--- config.mk ---
export PLATFORM = sky130hd
export DESIGN_NAME = bus_buffer_arbiter
export DESIGN_NICKNAME = d
export VERILOG_FILES = /design/src/rtl/bus_buffer_arbiter.sv
export SDC_FILE = /design/constraint.sdc
export NUM_CORES = 1
export LEC_CHECK = 0
export ABC_AREA = 1
export BUFFER_PORTS_ARGS = -buffer_cell sky130_fd_sc_hd__buf_2
export CAP_MARGIN = 10
export CORE_MARGIN = 2
export CORE_UTILIZATION = 55
export CTS_CLUSTER_DIAMETER = 120
export DETAILED_ROUTE_END_ITERATION = 8
export GPL_ROUTABILITY_DRIVEN = 0
export GPL_TIMING_DRIVEN = 0
export PLACE_DENSITY_LB_ADDON = 0.2
export SKIP_CTS_REPAIR_TIMING = 1
export SYNTH_ARGS = -nofsm -noshare
export SYNTH_HDL_FRONTEND = slang
export SYNTH_SLANG_ARGS = --single-unit
--- constraint.sdc ---
create_clock -name clk -period 2 [get_ports clk]
set_clock_uncertainty 0.15 [all_clocks]
set_input_delay 0.1 -clock clk [delete_from_list [all_inputs] [get_ports clk]]
set_output_delay 0.1 -clock clk [all_outputs]
set_load 0.05 [all_outputs]
--- src/rtl/bus_buffer_arbiter.sv ---
// Round-robin owner of the buffered system bus: one-hot grant, active-low buffer
// enables, enforced dead cycles between owners and a bounded hold time.
module bus_buffer_arbiter #(
  parameter int NUM_REQ    = 4,
  parameter int TURNAROUND = 1,
  parameter int MAX_HOLD   = 16,
  localparam int IW = $clog2(NUM_REQ)
) (
  input  logic               clk,
  input  logic               rst_n,
  input  logic [NUM_REQ-1:0] req,
  output logic [NUM_REQ-1:0] grant,
  output logic [NUM_REQ-1:0] oe_n,
  output logic [IW-1:0]      grant_id,
  output logic               bus_busy,
  output logic               preempt
);
  // state | meaning
  // IDLE  | bus free, no driver enabled
  // GRANT | grant_id owns the bus, its buffer enabled
  // TURN  | dead cycles after a release, all buffers off
  typedef enum logic [1:0] {IDLE, GRANT, TURN} state_t;

  localparam int HW = (MAX_HOLD > 0) ? $clog2(MAX_HOLD + 1) : 1;
  localparam int TW = (TURNAROUND > 1) ? $clog2(TURNAROUND) : 1;
  localparam logic [HW-1:0] HOLD_MAX  = HW'(MAX_HOLD);
  localparam logic [HW-1:0] HOLD_LAST = HW'((MAX_HOLD > 0) ? MAX_HOLD - 1 : 0);
  localparam logic [TW-1:0] TURN_INIT = TW'(TURNAROUND - 1);
  localparam logic [IW:0]   NREQ      = (IW+1)'(NUM_REQ);
  localparam logic [IW-1:0] LAST_IDX  = IW'(NUM_REQ - 1);

  state_t              state, state_n;
  logic [NUM_REQ-1:0]  grant_n;
  logic [IW-1:0]       grant_id_n, rr_ptr, rr_ptr_n, win_idx;
  logic [HW-1:0]       hold_cnt, hold_n;
  logic [TW-1:0]       turn_cnt, turn_n;
  logic                preempt_n, win_found, take_bus, others_waiting;
  logic [IW:0]         cand;

  // Rotating priority scan starting at rr_ptr.
  always_comb begin
    win_found = 1'b0;
    win_idx   = '0;
    cand      = '0;
    for (int k = 0; k < NUM_REQ; k++) begin
      cand = {1'b0, rr_ptr} + (IW+1)'(k);
      if (cand >= NREQ) cand = cand - NREQ;
      if (!win_found && req[cand[IW-1:0]]) begin
        win_found = 1'b1;
        win_idx   = cand[IW-1:0];
      end
    end
  end

  assign others_waiting = |(req & ~grant);

  always_comb begin
    state_n    = state;
    grant_n    = '0;
    grant_id_n = grant_id;
    rr_ptr_n   = rr_ptr;
    hold_n     = hold_cnt;
    turn_n     = turn_cnt;
    preempt_n  = 1'b0;
    take_bus   = 1'b0;
    case (state)
      IDLE: begin
        if (win_found) take_bus = 1'b1;
      end
      GRANT: begin
        if (MAX_HOLD != 0 && hold_cnt != HOLD_MAX) hold_n = hold_cnt + 1'b1;
        if (!req[grant_id]) begin
          state_n = TURN;
          turn_n  = TURN_INIT;
        // >= so a holder that saturated the counter while alone still yields later
        end else if (MAX_HOLD != 0 && hold_cnt >= HOLD_LAST && others_waiting) begin
          state_n   = TURN;
          turn_n    = TURN_INIT;
          preempt_n = 1'b1;
        end else begin
          grant_n = grant;
        end
      end
      TURN: begin
        if (turn_cnt == '0) begin
          if (win_found) take_bus = 1'b1;
          else           state_n  = IDLE;
        end else begin
          turn_n = turn_cnt - 1'b1;
        end
      end
      default: state_n = IDLE;
    endcase
    if (take_bus) begin
      state_n    = GRANT;
      grant_n    = NUM_REQ'(1) << win_idx;
      grant_id_n = win_idx;
      rr_ptr_n   = (win_idx == LAST_IDX) ? '0 : win_idx + 1'b1;
      hold_n     = '0;
    end
  end

  // Outputs are flops so a reset drops every buffer enable without waiting for a clock.
  always_ff @(posedge clk or negedge rst_n) begin
    if (!rst_n) begin
      state    <= IDLE;
      grant    <= '0;
      oe_n     <= '1;
      grant_id <= '0;
      bus_busy <= 1'b0;
      preempt  <= 1'b0;
      rr_ptr   <= '0;
      hold_cnt <= '0;
      turn_cnt <= '0;
    end else begin
      state    <= state_n;
      grant    <= grant_n;
      oe_n     <= ~grant_n;
      grant_id <= grant_id_n;
      bus_busy <= (state_n == GRANT);
      preempt  <= preempt_n;
      rr_ptr   <= rr_ptr_n;
      hold_cnt <= hold_n;
      turn_cnt <= turn_n;
    end
  end
endmodule

==> results_dict.tcl <==
set metrics [dict create \
    drv_cap 0 \
    min_period_ns 1.98 \
    outcome "finished, final reports clean" \
    synthesis.area_um2 1290 \
    cp_max_fo 5 \
    rsz0062_at_grt "yes" \
    die-height_um 52.4 \
    hold_class "primary input to asynchronous set/reset pin" \
    drive_gt1_frac 0.477 \
    synth_nets 179 \
    syn_area_per_cell_um2 7.76 \
    initial_core_util 0.582 \
    synthCells 166 \
    worst_slew_pin_slew_ns 0.445 \
    clk_pin_slew_ns 0.12 \
    clk_latency_ns 0.32 \
    drt_iter0_drc 20 \
    final_common_cell "nand2_1" \
    synth_compound_area_frac 0.0671 \
    drc 0 \
    crit_family "simple AND/OR/NAND/NOR gates" \
    syn2layout_area_growth_pct 27.3 \
    cts_tree "done" \
    portBuffers 17 \
    cts-htree-levels 1 \
    cpMaxStageDelayCell "dfrtp_2" \
    grt_pass1_wl_um 4730 \
    critPathLaunchType "register" \
    num-fill-cells 160 \
    multi_input_area_um2 778 \
    synthXorXnorAreaFrac 0.0204 \
    layout.area.seq_um2 534 \
    r2r_start "rr_ptr[0]" \
    die_area_um2 2740 \
    fmax_mhz 506 \
    crit_arrival_ns 2.05 \
    cts_made_buffers 3 \
    worstSetupPathType "register to register" \
    first_pass_iters 4 \
    antenna_left 0 \
    finalHoldViolCount 0 \
    core_area_um2 2210 \
    io_pins 18 \
    final_cell_mix "nand2_1 (34), nand2_2 (28), buf_2 (18), inv_1 (14), dfrtp_1 (14)" \
    setup_violations 0 \
    synth_fa_ha_area_frac 0.0680 \
    muxShareOfSynthArea 0.00777 \
    reg2reg_to "rr_ptr[1]" \
    die_w_um 52.4 \
    worstPathRequired_ns 2.07 \
    grt_max_degree 22 \
    routed_wirelength_um 2920 \
    ys_seq_area_frac 0.412 \
    fin_crit_sh 0.989 \
    worst_path_most_repeated_cell "nand2_2" \
    utilization 0.741 \
    grt_pass1_vias 1077 \
    synth_cell_types 21 \
    grt.total_usage 0.235 \
    vias 1150 \
    crit_path_cell_trace "buf_6 > nand2_2 > nand2_2 > nand2_2 > nand2_2 > nor2_4 > nand4_1 > nand2_2 > inv_4 > ha_4 > o21ai_2" \
    antennaDiodeCount 0 \
    path_buf_inv 2 \
    antenna_found_initial 0 \
    dp_hpwl_um 2030 \
    drv_slew 0 \
    slew_headroom 0.704 \
    cp-end-kind "register" \
    reg2reg_slack_ns 0.02 \
    final_nets 209 \
    reg2regPathDepth 11 \
    routedWlPerCell_um 13.1 \
    vias_per_cell 5.16 \
    cts-root-buf "clkbuf_4" \
    synth_seq_cells 21 \
    crit_path_max_incr_delay_ns 0.46 \
    cts.path.max_buffers 2 \
    cts_sinks 21 \
    yosysWarnings 0 \
    grt.overflow.total 0 \
    synth_top_family_by_area "simple AND/OR/NAND/NOR gates" \
    synthSimpleGateAreaFrac 0.340 \
    fp-row-count 17 \
]
registers in the layout, summed over array words and instances, names as in the netlist:
signal    flops
preempt       1
grant         4
bus_busy      1
state         2
grant_id      2
oe_n          4
rr_ptr        2
hold_cnt      5
Yosys cell counts:
cell      n  area share
nand3_1  10       0.039
buf_6     2       0.017
nand2_2  15       0.073
nand3_2   3       0.023
nand2_1  49        0.14
nor2_1   12       0.035
nand2_4   1      0.0087
o22ai_1   2      0.0097
xnor2_1   1      0.0068
inv_2     6       0.017
o21ai_0  11       0.043
nand4_1   2      0.0097
mux2i_1   1      0.0078
inv_1    17       0.050
a21oi_1   2      0.0078
dfrtp_1  17        0.33
nor2_4    1      0.0087
ha_1      7       0.068
dfstp_2   4       0.082
xor2_1    2       0.014
a21oi_2   1      0.0068
worst max-delay path by stage:
| stage | slack (ns) | endpoint | cells after the start | from |
|---|---|---|---|---|
| 2_1_floorplan | 0.19 | oe_n[1] | 12 | hold_cnt[0] |
| 3_3_place_gp | -0.02 | oe_n[1] | 12 | hold_cnt[0] |
| 3_5_place_dp | -0.09 | oe_n[2] | 12 | hold_cnt[0] |
| 4_1_cts | -0.13 | oe_n[2] | 12 | hold_cnt[0] |
| 5_1_grt | -0.09 | rr_ptr[0] | 13 | rr_ptr[0] |
| 6_report | 0.02 | rr_ptr[1] | 11 | rr_ptr[0] |
per-layer routing:
metal / share of wire / global-route usage / vias up
met2: 0.53 / 0.392 / 17
met1: 0.43 / 0.296 / 547
met4: 0.013 / 0.0726 / 0
met5: 0 / 0 / -
met3: 0.030 / 0.0600 / 5
li1: - / - / 581
layout make-up:
type / count / area share
timing repair buffer: 25 / 0.0885
inverter: 23 / 0.0573
buffer: 2 / 0.0137
multi-input combinational: 120 / 0.475
sequential: 21 / 0.326
clock buffer: 3 / 0.0137
clock inverter: 1 / 0.00458
tap: 28 / 0.0214
per-stage QoR:
stage	hold slack, ns	TNS [ns]	worst slack (ns)	cells	instance area, um^2
after floorplan	-0.346	0	0.186	166	1290
after global placement	-0.0822	-0.0575	-0.0188	211	1410
after detailed placement	-0.0710	-0.488	-0.0863	211	1410
after CTS	-0.433	-0.894	-0.127	215	1440
after global routing	0.131	-0.637	-0.0869	223	1640
final	0.0936	0	0.0218	223	1640
cell families (layout without fill, tap and decap cells):
kind of cell    Yosys count  after routing
compound gates           16             16
flops                    21             21
fa+ha+maj                 7              7
mux                       1              1
xor+xnor                  3              3
simple gates             93             93
buf+inv                  25             54
Power is not shown: default switching activity piles up to over one toggle a cycle in this logic, so the estimate is an artifact.
